File: config.mk
export PLATFORM = sky130hd
export DESIGN_NAME = sseg_square_animator
export DESIGN_NICKNAME = d
export VERILOG_FILES = /design/src/rtl/sseg_square_animator_pkg.sv /design/src/rtl/sseg_square_animator_tick_divider.sv /design/src/rtl/sseg_square_animator.sv
export SDC_FILE = /design/constraint.sdc
export NUM_CORES = 1
export LEC_CHECK = 0
export ABC_AREA = 1
export BUFFER_PORTS_ARGS = -buffer_cell sky130_fd_sc_hd__buf_2
export CORE_ASPECT_RATIO = 1.25
export CORE_UTILIZATION = 55
export CTS_CLUSTER_DIAMETER = 100
export DETAILED_ROUTE_END_ITERATION = 7
export GPL_TIMING_DRIVEN = 0
export PLACE_DENSITY = 0.78
export SLEW_MARGIN = 25
export SYNTH_ARGS = -nofsm -noshare
export SYNTH_HDL_FRONTEND = slang
export SYNTH_HIERARCHICAL = 1
export SYNTH_SLANG_ARGS = --single-unit
File: constraint.sdc
create_clock -name clk -period 4.6 [get_ports clk]
set_input_delay 1.15 -clock clk [delete_from_list [all_inputs] [get_ports clk]]
set_output_delay 1.15 -clock clk [all_outputs]
set_load 0.02 [all_outputs]
File: src/rtl/sseg_square_animator_pkg.sv
// Shared types, segment constants and glyph helper for the rotating-square display.
package sseg_pkg;

  typedef enum logic [1:0] {
    SINGLE = 2'd0,
    DUAL   = 2'd1,
    FILL   = 2'd2,
    BLANK  = 2'd3
  } anim_mode_t;

  // Segment order {dp,g,f,e,d,c,b,a}, active-low.
  localparam logic [7:0] SEG_UPPER = 8'b1001_1100;
  localparam logic [7:0] SEG_LOWER = 8'b1010_0011;
  localparam logic [7:0] SEG_BLANK = 8'hFF;

  // Combine upper/lower square requests into one digit pattern; dp stays off.
  function automatic logic [7:0] glyph(input logic upper, input logic lower);
    logic [7:0] g;
    case ({upper, lower})
      2'b10:   g = SEG_UPPER;
      2'b01:   g = SEG_LOWER;
      2'b11:   g = SEG_UPPER & SEG_LOWER;
      default: g = SEG_BLANK;
    endcase
    return g;
  endfunction

endpackage

File: src/rtl/sseg_square_animator_tick_divider.sv
// Modulo-DIV counter that emits a single-cycle tick on its last count.
module tick_divider #(
  parameter int DIV = 4
) (
  input  logic clk,
  input  logic reset,
  input  logic en,
  input  logic clr,
  output logic tick
);
  localparam int CW = (DIV > 1) ? $clog2(DIV) : 1;
  localparam logic [CW-1:0] LAST = CW'(DIV - 1);

  logic [CW-1:0] cnt_q, cnt_d;

  // Next count: clear wins, otherwise advance (and wrap) only while enabled.
  always_comb begin
    cnt_d = cnt_q;
    if (clr) begin
      cnt_d = '0;
    end else if (en) begin
      cnt_d = (cnt_q == LAST) ? '0 : cnt_q + CW'(1);
    end
  end

  // A tick suppressed by clear never reaches the consumer.
  assign tick = en && !clr && (cnt_q == LAST);

  // Count register.
  always_ff @(posedge clk or posedge reset) begin
    if (reset) cnt_q <= '0;
    else       cnt_q <= cnt_d;
  end

endmodule

File: src/rtl/sseg_square_animator.sv
// Rotating-square animator: position counter, active-position decode,
// glyph selection and registered an/sseg drive for a multiplexed display.
module sseg_square_animator
  import sseg_pkg::*;
#(
  parameter int NUM_DIGITS = 4,
  parameter int STEP_DIV   = 50_000_000,
  parameter int SCAN_DIV   = 100_000
) (
  input  logic                  clk,
  input  logic                  reset,
  input  logic                  en,
  input  logic                  clr,
  input  logic                  dir,
  input  anim_mode_t            mode,
  output logic [NUM_DIGITS-1:0] an,
  output logic [7:0]            sseg,
  output logic                  step_pulse,
  output logic                  wrap_pulse
);
  localparam int P  = 2 * NUM_DIGITS;
  localparam int PW = $clog2(P);
  localparam int SW = (NUM_DIGITS > 1) ? $clog2(NUM_DIGITS) : 1;
  localparam logic [PW-1:0] POS_LAST  = PW'(P - 1);
  localparam logic [SW-1:0] SCAN_LAST = SW'(NUM_DIGITS - 1);

  logic                  step_tick, scan_tick;
  logic [PW-1:0]         pos_q, pos_d;
  logic                  wrap_d;
  logic                  step_pulse_q, wrap_pulse_q;
  logic [SW-1:0]         scan_idx_q, scan_idx_d;
  logic                  upper_sel, lower_sel;
  logic [NUM_DIGITS-1:0] an_q, an_d;
  logic [7:0]            sseg_q, sseg_d;

  tick_divider #(.DIV(STEP_DIV)) u_step_div (
    .clk   (clk),
    .reset (reset),
    .en    (en),
    .clr   (clr),
    .tick  (step_tick)
  );

  tick_divider #(.DIV(SCAN_DIV)) u_scan_div (
    .clk   (clk),
    .reset (reset),
    .en    (1'b1),
    .clr   (1'b0),
    .tick  (scan_tick)
  );

  // Is loop position p lit for the current position, mode and direction?
  function automatic logic pos_active(input int p, input int cur,
                                      input anim_mode_t m, input logic rev);
    logic act;
    case (m)
      SINGLE:  act = (p == cur);
      DUAL:    act = (p == cur) || (p == ((cur + NUM_DIGITS) % P));
      FILL:    act = rev ? (p >= cur) : (p <= cur);
      default: act = 1'b0;
    endcase
    return act;
  endfunction

  // Position update: clear first, then a step in the direction seen at the tick.
  always_comb begin
    pos_d  = pos_q;
    wrap_d = 1'b0;
    if (clr) begin
      pos_d = '0;
    end else if (step_tick) begin
      if (!dir) begin
        if (pos_q == POS_LAST) begin
          pos_d  = '0;
          wrap_d = 1'b1;
        end else begin
          pos_d = pos_q + PW'(1);
        end
      end else begin
        if (pos_q == '0) begin
          pos_d  = POS_LAST;
          wrap_d = 1'b1;
        end else begin
          pos_d = pos_q - PW'(1);
        end
      end
    end
  end

  // Scan slot advances on every scan tick, wrapping at the last digit.
  always_comb begin
    scan_idx_d = scan_idx_q;
    if (scan_tick) begin
      scan_idx_d = (scan_idx_q == SCAN_LAST) ? '0 : scan_idx_q + SW'(1);
    end
  end

  // Decode the digit under scan: upper square is position d, lower is P-1-d.
  always_comb begin
    upper_sel = pos_active(int'(scan_idx_q), int'(pos_q), mode, dir);
    lower_sel = pos_active(P - 1 - int'(scan_idx_q), int'(pos_q), mode, dir);
    an_d      = ~(NUM_DIGITS'(1) << scan_idx_q);
    sseg_d    = glyph(upper_sel, lower_sel);
  end

  // Animation state and status pulses.
  always_ff @(posedge clk or posedge reset) begin
    if (reset) begin
      pos_q        <= '0;
      scan_idx_q   <= '0;
      step_pulse_q <= 1'b0;
      wrap_pulse_q <= 1'b0;
    end else begin
      pos_q        <= pos_d;
      scan_idx_q   <= scan_idx_d;
      step_pulse_q <= step_tick;
      wrap_pulse_q <= step_tick && wrap_d;
    end
  end

  // Display pin registers, one cycle behind the decode.
  always_ff @(posedge clk or posedge reset) begin
    if (reset) begin
      an_q   <= '1;
      sseg_q <= SEG_BLANK;
    end else begin
      an_q   <= an_d;
      sseg_q <= sseg_d;
    end
  end

  assign an         = an_q;
  assign sseg       = sseg_q;
  assign step_pulse = step_pulse_q;
  assign wrap_pulse = wrap_pulse_q;

endmodule
Yosys cells after proc, flatten, opt, wreduce, memory -nomap -nowiden
Cells that the tools add are included.
{"block": "classes", "addsub": 7, "n_lt_le_gt_ge": 4, "n_eq_ne": 13, "shifts": 1, "mux": 20, "bitwise": 2, "n_reduce_logical": 11}
{"op": "2-to-1 mux 26 bit", "n": 3}
{"op": "adder 26 x 1 -> 26 bit, second input constant", "n": 1}
{"op": "equality test 26 bit, second input constant", "n": 1}
{"op": "one-hot mux 7 bit (3 select lines)", "n": 1}
{"op": "adder 17 x 1 -> 17 bit, second input constant", "n": 1}
{"op": "equality test 17 bit, second input constant", "n": 1}
{"op": "2-to-1 mux 17 bit", "n": 1}
{"op": "2-to-1 mux 3 bit", "n": 5}
{"op": "equality test 2 bit, second input constant", "n": 4}
{"op": "equality test 4 bit", "n": 2}
{"op": "2-to-1 mux 1 bit", "n": 7}
{"op": "one-hot mux 1 bit (3 select lines)", "n": 2}
{"op": "equality test 2 x 1 -> 1 bit, second input constant", "n": 2}
{"op": "equality test 3 x 4 -> 1 bit", "n": 1}
{"op": "greater-or-equal comparator 4 bit", "n": 1}
{"op": "<= comparator 4 bit", "n": 1}
{"op": "NOT 4 bit", "n": 1}
{"op": "nonzero test 2 bit", "n": 2}
{"op": "<< shifter 1 x 2 -> 4 bit, first input constant", "n": 1}
{"op": "subtractor 3 x 2 -> 4 bit, first input constant", "n": 1}
{"op": "adder 3 x 1 -> 3 bit, second input constant", "n": 1}
{"op": "adder 3 bit, second input constant", "n": 1}
{"op": "equality test 3 bit", "n": 1}
{"op": "equality test 3 bit, second input constant", "n": 1}
{"op": "12 further kinds", "n": 15}
{"block": "totals", "register_bits": 62, "wordCells": 66}

Depth between registers and ports, before layout
Gate-level depths: netlist of the first run.
{"block": "depth", "word_depth": 8, "depth_mapped": 11, "depth_no_buf": 11}

Cells and area by module
Netlist of the first run, hierarchy kept.
{"module": "tick_divider at u_step_div", "instances": 1, "cells_each": 237, "area_each_um2": 1689.1, "seq_area_each_um2": 650.6}
{"module": "tick_divider at u_scan_div", "instances": 1, "cells_each": 174, "area_each_um2": 1153.6, "seq_area_each_um2": 425.4}
{"module": "sseg_square_animator", "instances": 1, "cells_each": 103, "area_each_um2": 905.9, "seq_area_each_um2": 359.1}

Worst setup path after synthesis of the first run
Ideal clock, no wire load.
{"block": "synth_path", "path_type": "input-to-reg", "startpoint": "input port clr", "endpoint": "register u_step_div.cnt_q[10]", "setup_time_ps": 85, "t_arrival_ps": 1912, "t_required_ps": 4515, "slack_ps": 2603, "path_stages": 3, "path_cell_list": "nor2_1 -> clkinv_1 -> o22ai_1"}
{"block": "synth_between", "elab_chain_len": 1, "elab_cells_between_ends": 2, "cone_classes": "mux: 1; reduce/logical: 1"}
{"item": "start: declaration", "line": "sseg_square_animator.sv:13", "rtl": "input logic clr,"}
{"item": "2-to-1 mux 26 bit or nonzero test 2 bit (tied branches)"}
{"item": "end signal: assignment", "line": "sseg_square_animator_tick_divider.sv:32", "rtl": "else cnt_q <= cnt_d;"}
{"item": "end: declaration", "line": "sseg_square_animator_tick_divider.sv:14", "rtl": "logic [CW-1:0] cnt_q, cnt_d;"}
Parallel ways exist; a longest one is shown, timed or not.
A chain may end at the register's enable or synchronous reset.

==> results of run 1 <==
==> cells in the mapped netlist (2+ instances only) <==
cell type	number	area (sq um)
xor2_1	12	105
nor2_4	6	67.6
buf_6	4	45.0
o21ai_1	17	85.1
o22ai_1	7	43.8
a21oi_4	2	32.5
nor3_1	2	10.0
o211ai_1	3	22.5
inv_1	69	259
nand4_1	16	100
nand2_2	11	68.8
inv_2	6	22.5
o21ai_0	18	90.1
buf_2	3	15.0
a21oi_1	5	25.0
o21bai_1	3	22.5
buf_4	5	37.5
nor2_1	47	176
dfrtp_1	50	1250
dfstp_2	7	184
a31oi_1	2	12.5
nand2_1	141	529
ha_1	14	175
xnor2_1	3	26.3
clkbuf_1	2	7.51
nand3_2	4	40.0
conb_1	2	7.51
nand3_1	39	195
nor2_2	10	62.6
==> layout make-up <==
cell class / instances / share of cell area, %
buffer: 14 / 2.51
clock buffer: 9 / 2.96
clock inverter: 7 / 2.45
inverter: 76 / 6.82
multi-input combinational: 370 / 46.2
sequential: 57 / 34.3
tap: 87 / 2.60
timing repair buffer: 18 / 2.15
==> cell usage in the layout, fill, tap and decap left out, types with 5 or more instances in the layout <==
cell	Yosys	routed
nand3_1	39	39
o21ai_0	18	18
a21oi_1	5	5
inv_2	6	7
ha_1	14	14
xor2_1	12	12
nand2_2	11	11
o22ai_1	7	7
nor2_4	6	6
inv_1	69	68
nand2_1	141	141
o21ai_1	17	17
nor2_1	47	47
conb_1	2	5
buf_2	3	21
clkbuf_8	0	9
nor2_2	10	10
dfstp_2	7	7
dfrtp_1	50	50
buf_4	5	5
nand4_1	16	16
==> layer usage <==
layer	share of wire, %	GRT usage [%]
met5	0	0
met4	3.0	13.0
met3	2.7	5.58
met2	52	43.9
met1	42	27.6
==> path summary, 6_finish.rpt <==
| path | to | slack [ns] | cells past startpoint |
|---|---|---|---|
| max reg2reg | pos_q[1] | 2.55 | 11 |
| min | u_step_div/cnt_q[0] | 0.52 | 1 |
| max in group asynchronous | u_scan_div/cnt_q[10] | 3.22 | 2 |
| max | sseg[1] | 2.32 | 2 |
| min in group asynchronous | scan_idx_q[0] | 0.85 | 2 |
| min reg2reg | u_step_div/cnt_q[0] | 0.52 | 1 |
==> metrics by stage <==
stage	cells	total power [uW]	area, sq um	util (%)	hold slack, ns
after floorplan	517	586	3760	-	0.471
after global placement	622	606	3960	60.3	0.495
after detailed placement	622	607	3960	60.3	0.504
after CTS	638	1140	4190	63.8	0.516
after global routing	638	1180	4190	63.8	0.544
final	638	1130	4190	63.8	0.516
==> kinds of logic after synthesis <==
logic type / count (synthesis)
buffers and inverters: 90
AOI/OAI and AO/OA: 57
DFF: 57
adders and majority gates: 14
and+or+nand+nor: 279
xor gates and xnor gates: 15
other: 2
==> sequential cells by signal, indices dropped and copies added, names as in the netlist <==
name / count
u_step_div/cnt_q: 26
scan_idx_q: 2
sseg: 3
u_scan_div/cnt_q: 17
an: 4
pos_q: 3
wrap_pulse: 1
step_pulse: 1
==> power by group <==
| part | internal, uW | switching (uW) |
|---|---|---|
| clock | 309 | 224 |
| combinational | 25.2 | 55.7 |
| sequential | 512 | 5.75 |
| total | 846 | 286 |
==> worst max-delay path, cell delays in order (launching register included) <==
cell     delay, ns
dfstp_2       0.54
buf_4         0.10
buf_2         0.14
==> results.md, run 1 <==
* Number of hold buffers added after CTS at 0
* Max FO, Critical Path at 3
* Syn avg cell area at 7.29 sq um
* Die height at between 90 and 100 um
* # resized after CTS at 0
* GRT Residual Overflow at 0
* Period utilization at 49.6%
* Die width at 75.8 um
* Max Freq at 438 MHz
* Hold/Removal Path Class: flop to flop
* Fill count at 582
* Status: completed
* CTS tree: done
* Power Density at 271 mW/mm^2
* Initial antenna violation count at 0
* FF+latch count, synth at 57
* GP Congestion at 0.892
* Worst-skew pair later-pin latency at 0.35 ns
* Arrival @ worst endpoint at ~1.1 ns
* Diode count at 0
* Number of library cell types mapped by synthesis at 33
* Final hold violations at 0
* Leakage Power at 0.00195 uW
* Port Buf Inserts at 18
* Routed len/inst at 12.3 um
* Syn Inst Count at 514
* EDFF count, synth at 0
* Starting density of the core at between 50% and 60%
* Mux share of post-synthesis cell area at 0%
* Critical Path Source Type: flop
* Total GRT Usage at 25.1%
* Register area at ~0.0014 sq mm
* Element type at the critical path end: output pin
* RSZ-0062 raised after global routing: no
* Crit path time final at 2.28 ns
* Prevailing post-synth register cell: dfrtp_1
* CTS root buf: clkbuf_8
* CP Class: flop to output pin
* Nets at about 570
* Share of layout cells above drive strength 1 at between 10% and 20%
* Simple-Gate Fraction of Synth Area at 34.0%
* Vias in the first global route at 3104
* Setup_tns at 0 ns
* Multi-input gate area at 0.00193 sq mm
* Fin. max-slew vios at 0
* Routed vias/inst at between 5 and 6
* Complex-gate fraction of the synthesized area at under 10%
* Site Rows at 33
* Global-route wire length before repair at approximately 13000 um
* Hpwl dp at ~5800 um
* HP Start: u_step_div/cnt_q[0]
* Yosys warning count at 6
* Post-synthesis sequential area ratio at 38.3%
* Slew @ Worst Pin at 0.693 ns
* Worst r2r src: u_step_div/cnt_q[0]
* Ys async rst share at 100%
* H-tree Lvls at 3
* Final wirelength at 7870 um
* Final WS setup at 2.32 ns
* # IOs at 21
* Initial detailed-routing violation count at between 150 and 200
* Setup WS pre-CTS at 2.01 ns
* Core ar. at 0.00657 sq mm
* MaxCap Viol Count at 0
* Post-DRT Antenna Nets at 0
* Setup Buffers After CTS at 0
* Area added between synthesis and finish at 11.6%
* Die area at 0.00715 sq mm
* DR vias at 3295
* Largest family of logic cells by synthesized area: simple AND/OR/NAND/NOR gates
* Worst vdd ir at between 0.2 and 0.25 mV
* Slew Limit Headroom at between 50% and 60%
* Worst Clk Skew at 0.0155 ns
* Synth Area in XOR/XNOR at 3.50%
* Clock slew at reported path FFs at 0.07 ns
* Req. time, crit path at 3.45 ns
* DRC viols at 0
* Crit. Startpoint: sseg[5]
* Mapped Area at 0.00375 sq mm
* CTS sink cnt at between 50 and 60
* Clock Tree Buf Depth at 2
* Drt first pass iters at 4
* Adder-cell share of the synthesized area at under 10%
* Cts bufs inserted at 9
* Final setup fails at 0
* Largest net degree at the start of global routing at 27
Power figures use the tool's default switching activity.
==> run 2: changes to the inputs <==
Settings changed: ABC_AREA 1 to 0.
Clock period 4.6 ns to 2.2 ns, I/O delays scaled along.
==> results.md, run 2 <==
* Die height at a little over 90 um
* Hold/Removal Path Class: input pin to async pin
* Max FO, Critical Path at 10
* Clock slew at reported path FFs at ~0.070 ns
* Synth top cells by count: dfrtp_1 (50), nand2_1 (33), nor2_1 (31)
* RSZ-0062 raised after global routing: no
* Final setup fails at 0
* Synth top area cells: dfrtp_1 (34%), dfstp_2 (5.0%), ha_1 (4.8%), nand4_1 (3.9%), nand3_1 (3.4%)
* GRT Residual Overflow at 0
* Final hold violations at 0
* Power Total at about 2400 uW
* Slew @ Worst Pin at between 0.7 and 0.8 ns
* Fin. max-slew vios at 0
* Reg2Reg Depth at 7
* Arrival @ worst endpoint at 2.40 ns
* Most frequent cells in the layout: dfrtp_1 (50), nand2_1 (33), nor2_1 (30)
* # IOs at 21
* Vias in the first global route at roughly 3300
* Port Buf Inserts at 18
* Final wirelength at 9130 um
* Core ar. at 0.00629 sq mm
* Final WS setup at roughly 0.073 ns
* Area added between synthesis and finish at 14.1%
* CTS tree: done
* CTS root buf: clkbuf_8
* Synth area leader: dfrtp_1
* DRC viols at 0
* Cell with the most instances after synthesis: dfrtp_1
* Period utilization at 96.7%
* Diode count at 0
* Setup_tns at 0 ns
* Share of layout cells above drive strength 1 at roughly 17%
* Worst vdd ir at between 0.4 and 0.5 mV
* Post-synthesis sequential area ratio at 39.4%
* Syn avg cell area at approximately 8.9 sq um
* Yosys warning count at 6
* Prevailing post-synth register cell: dfrtp_1
* Routed vias/inst at 6.28
* CP Class: flop to flop
* Slew Limit Headroom at between 50% and 60%
* Synth top area share at 34.3%
* Site Rows at 32
* Drt first pass iters at 5
* H-tree Lvls at 3
* Routed len/inst at 16.9 um
* Nets at 471
* Hpwl dp at 6180 um
* Leakage Power at 0.00177 uW
* DR vias at 3390
* Mapped Area at 0.00365 sq mm
* Number of library cell types mapped by synthesis at 66
* Fin util at 66.2%
* FF+latch count, synth at 57
* Biggest register: u_step_div/cnt_q
* Starting density of the core at between 50% and 60%
* Syn Inst Count at 408
* Initial antenna violation count at 0
* CTS sink cnt at 57
* Worst Clk Skew at 0.00668 ns
* Die area at 0.00696 sq mm
* Element type at the critical path end: flop
* Worst-skew pair later-pin latency at between 0.3 and 0.4 ns
* MaxCap Viol Count at 0
* Cts bufs inserted at 9
* Max Freq at 470 MHz
* EDFF count, synth at 0
* Initial detailed-routing violation count at around 340
* GP Congestion at 0.891
* Critical Path Source Type: flop
* Die width at 74.8 um
* Fin Hold WS at 0.266 ns
* Max reg flops at 26
* Most common cell after layout, fill and taps aside: dfrtp_1
* Global-route wire length before repair at 15100 um
* Largest net degree at the start of global routing at 27
* Clock Tree Buf Depth at 2
* Reg2reg setup slack at 0.07 ns
* Setup WS pre-CTS at -0.260 ns
* Total GRT Usage at 28.5%
* Power Density at 584 mW/mm^2
* Status: completed
* Req. time, crit path at 2.48 ns
* Ys async rst share at 100%
* Post-DRT Antenna Nets at 0
* Crit path time final at 2.13 ns
==> run 2: changes by cell type after synthesis, moves of 11 or more <==
| cell | before | now |
|---|---|---|
| a31oi_1 | 2 | 14 |
| inv_1 | 69 | 21 |
| nand2_1 | 141 | 33 |
| nand2_2 | 11 | 0 |
| nand3_1 | 39 | 25 |
| nor2_1 | 47 | 31 |
| nor2b_1 | 0 | 12 |
| o21ai_1 | 17 | 2 |
==> run 2: path summary, 6_finish.rpt <==
| check | startpoint | end |
|---|---|---|
| max in group asynchronous | reset | u_scan_div/cnt_q[1] |
| worst max register to register | u_step_div/cnt_q[12] | pos_q[0] |
| min in group clk | dir | pos_q[0] |
| worst min-delay path | reset | scan_idx_q[1] |
| worst max-delay path | u_step_div/cnt_q[12] | pos_q[0] |
| worst min register to register | u_scan_div/cnt_q[15] | u_scan_div/cnt_q[15] |
==> run 2: per-layer routing <==
layer	vias to the layer above	wire (um)	global-route usage, %
li1	1594	-	-
met1	1637	3720	34.1
met2	131	4660	47.5
met3	28	436	4.20
met4	0	314	16.8
met5	-	0	0
==> run 2: final cells by class <==
type | count | area, sq um
plain buffers | 27 | 144
well taps | 85 | 106
multi-input cells | 312 | 2050
clock buffers | 11 | 151
flip-flops and latches | 57 | 1440
inverters | 22 | 82.6
fillers | 514 | 2130
repair buffers | 21 | 113
clock inverters | 5 | 77.6
==> run 2: power by group <==
| group | total, uW | leakage, uW | switching, uW | internal (uW) |
|---|---|---|---|---|
| Sequential | 1100 | 0.000762 | 22.1 | 1080 |
| Combinational | 198 | 0.000893 | 134 | 63.8 |
| Clock | 1130 | 0.000115 | 437 | 695 |
==> run 2: timing repair <==
| action | CTS | global route |
|---|---|---|
| hold buffers | 0 | 0 |
| setup buffers | 0 | 3 |
| pin swaps | 0 | 1 |
| setup endpoints to repair | 4 | 6 |
| resized for setup | 3 | 5 |
==> run 2: kinds of logic after synthesis <==
logic type	Yosys count	share of synthesized area, %
multiplexers	8	2.26
flip-flops	57	39.4
XOR/XNOR	7	1.68
other	2	0.206
adder cells (fa/ha/maj)	14	4.80
buffers and inverters	49	6.14
AO/OA/AOI/OAI	82	16.3
AND/OR/NAND/NOR	189	29.2
==> run 2: metrics by stage <==
stage | instances | area [sq um]
6_report | 540 | 4160
5_1_grt | 540 | 4160
4_1_cts | 537 | 4120
3_5_place_dp | 521 | 3880
3_3_place_gp | 521 | 3880
2_1_floorplan | 418 | 3680
==> run 2: worst max-delay path, cell delays in order (launching register included) <==
cell and delay [ns]:
dfrtp_1 0.45, and4_1 0.27, clkbuf_2 0.24, nand4_1 0.30
nor3_4 0.42, mux2_2 0.22, nand2_1 0.05, a21oi_1 0.11
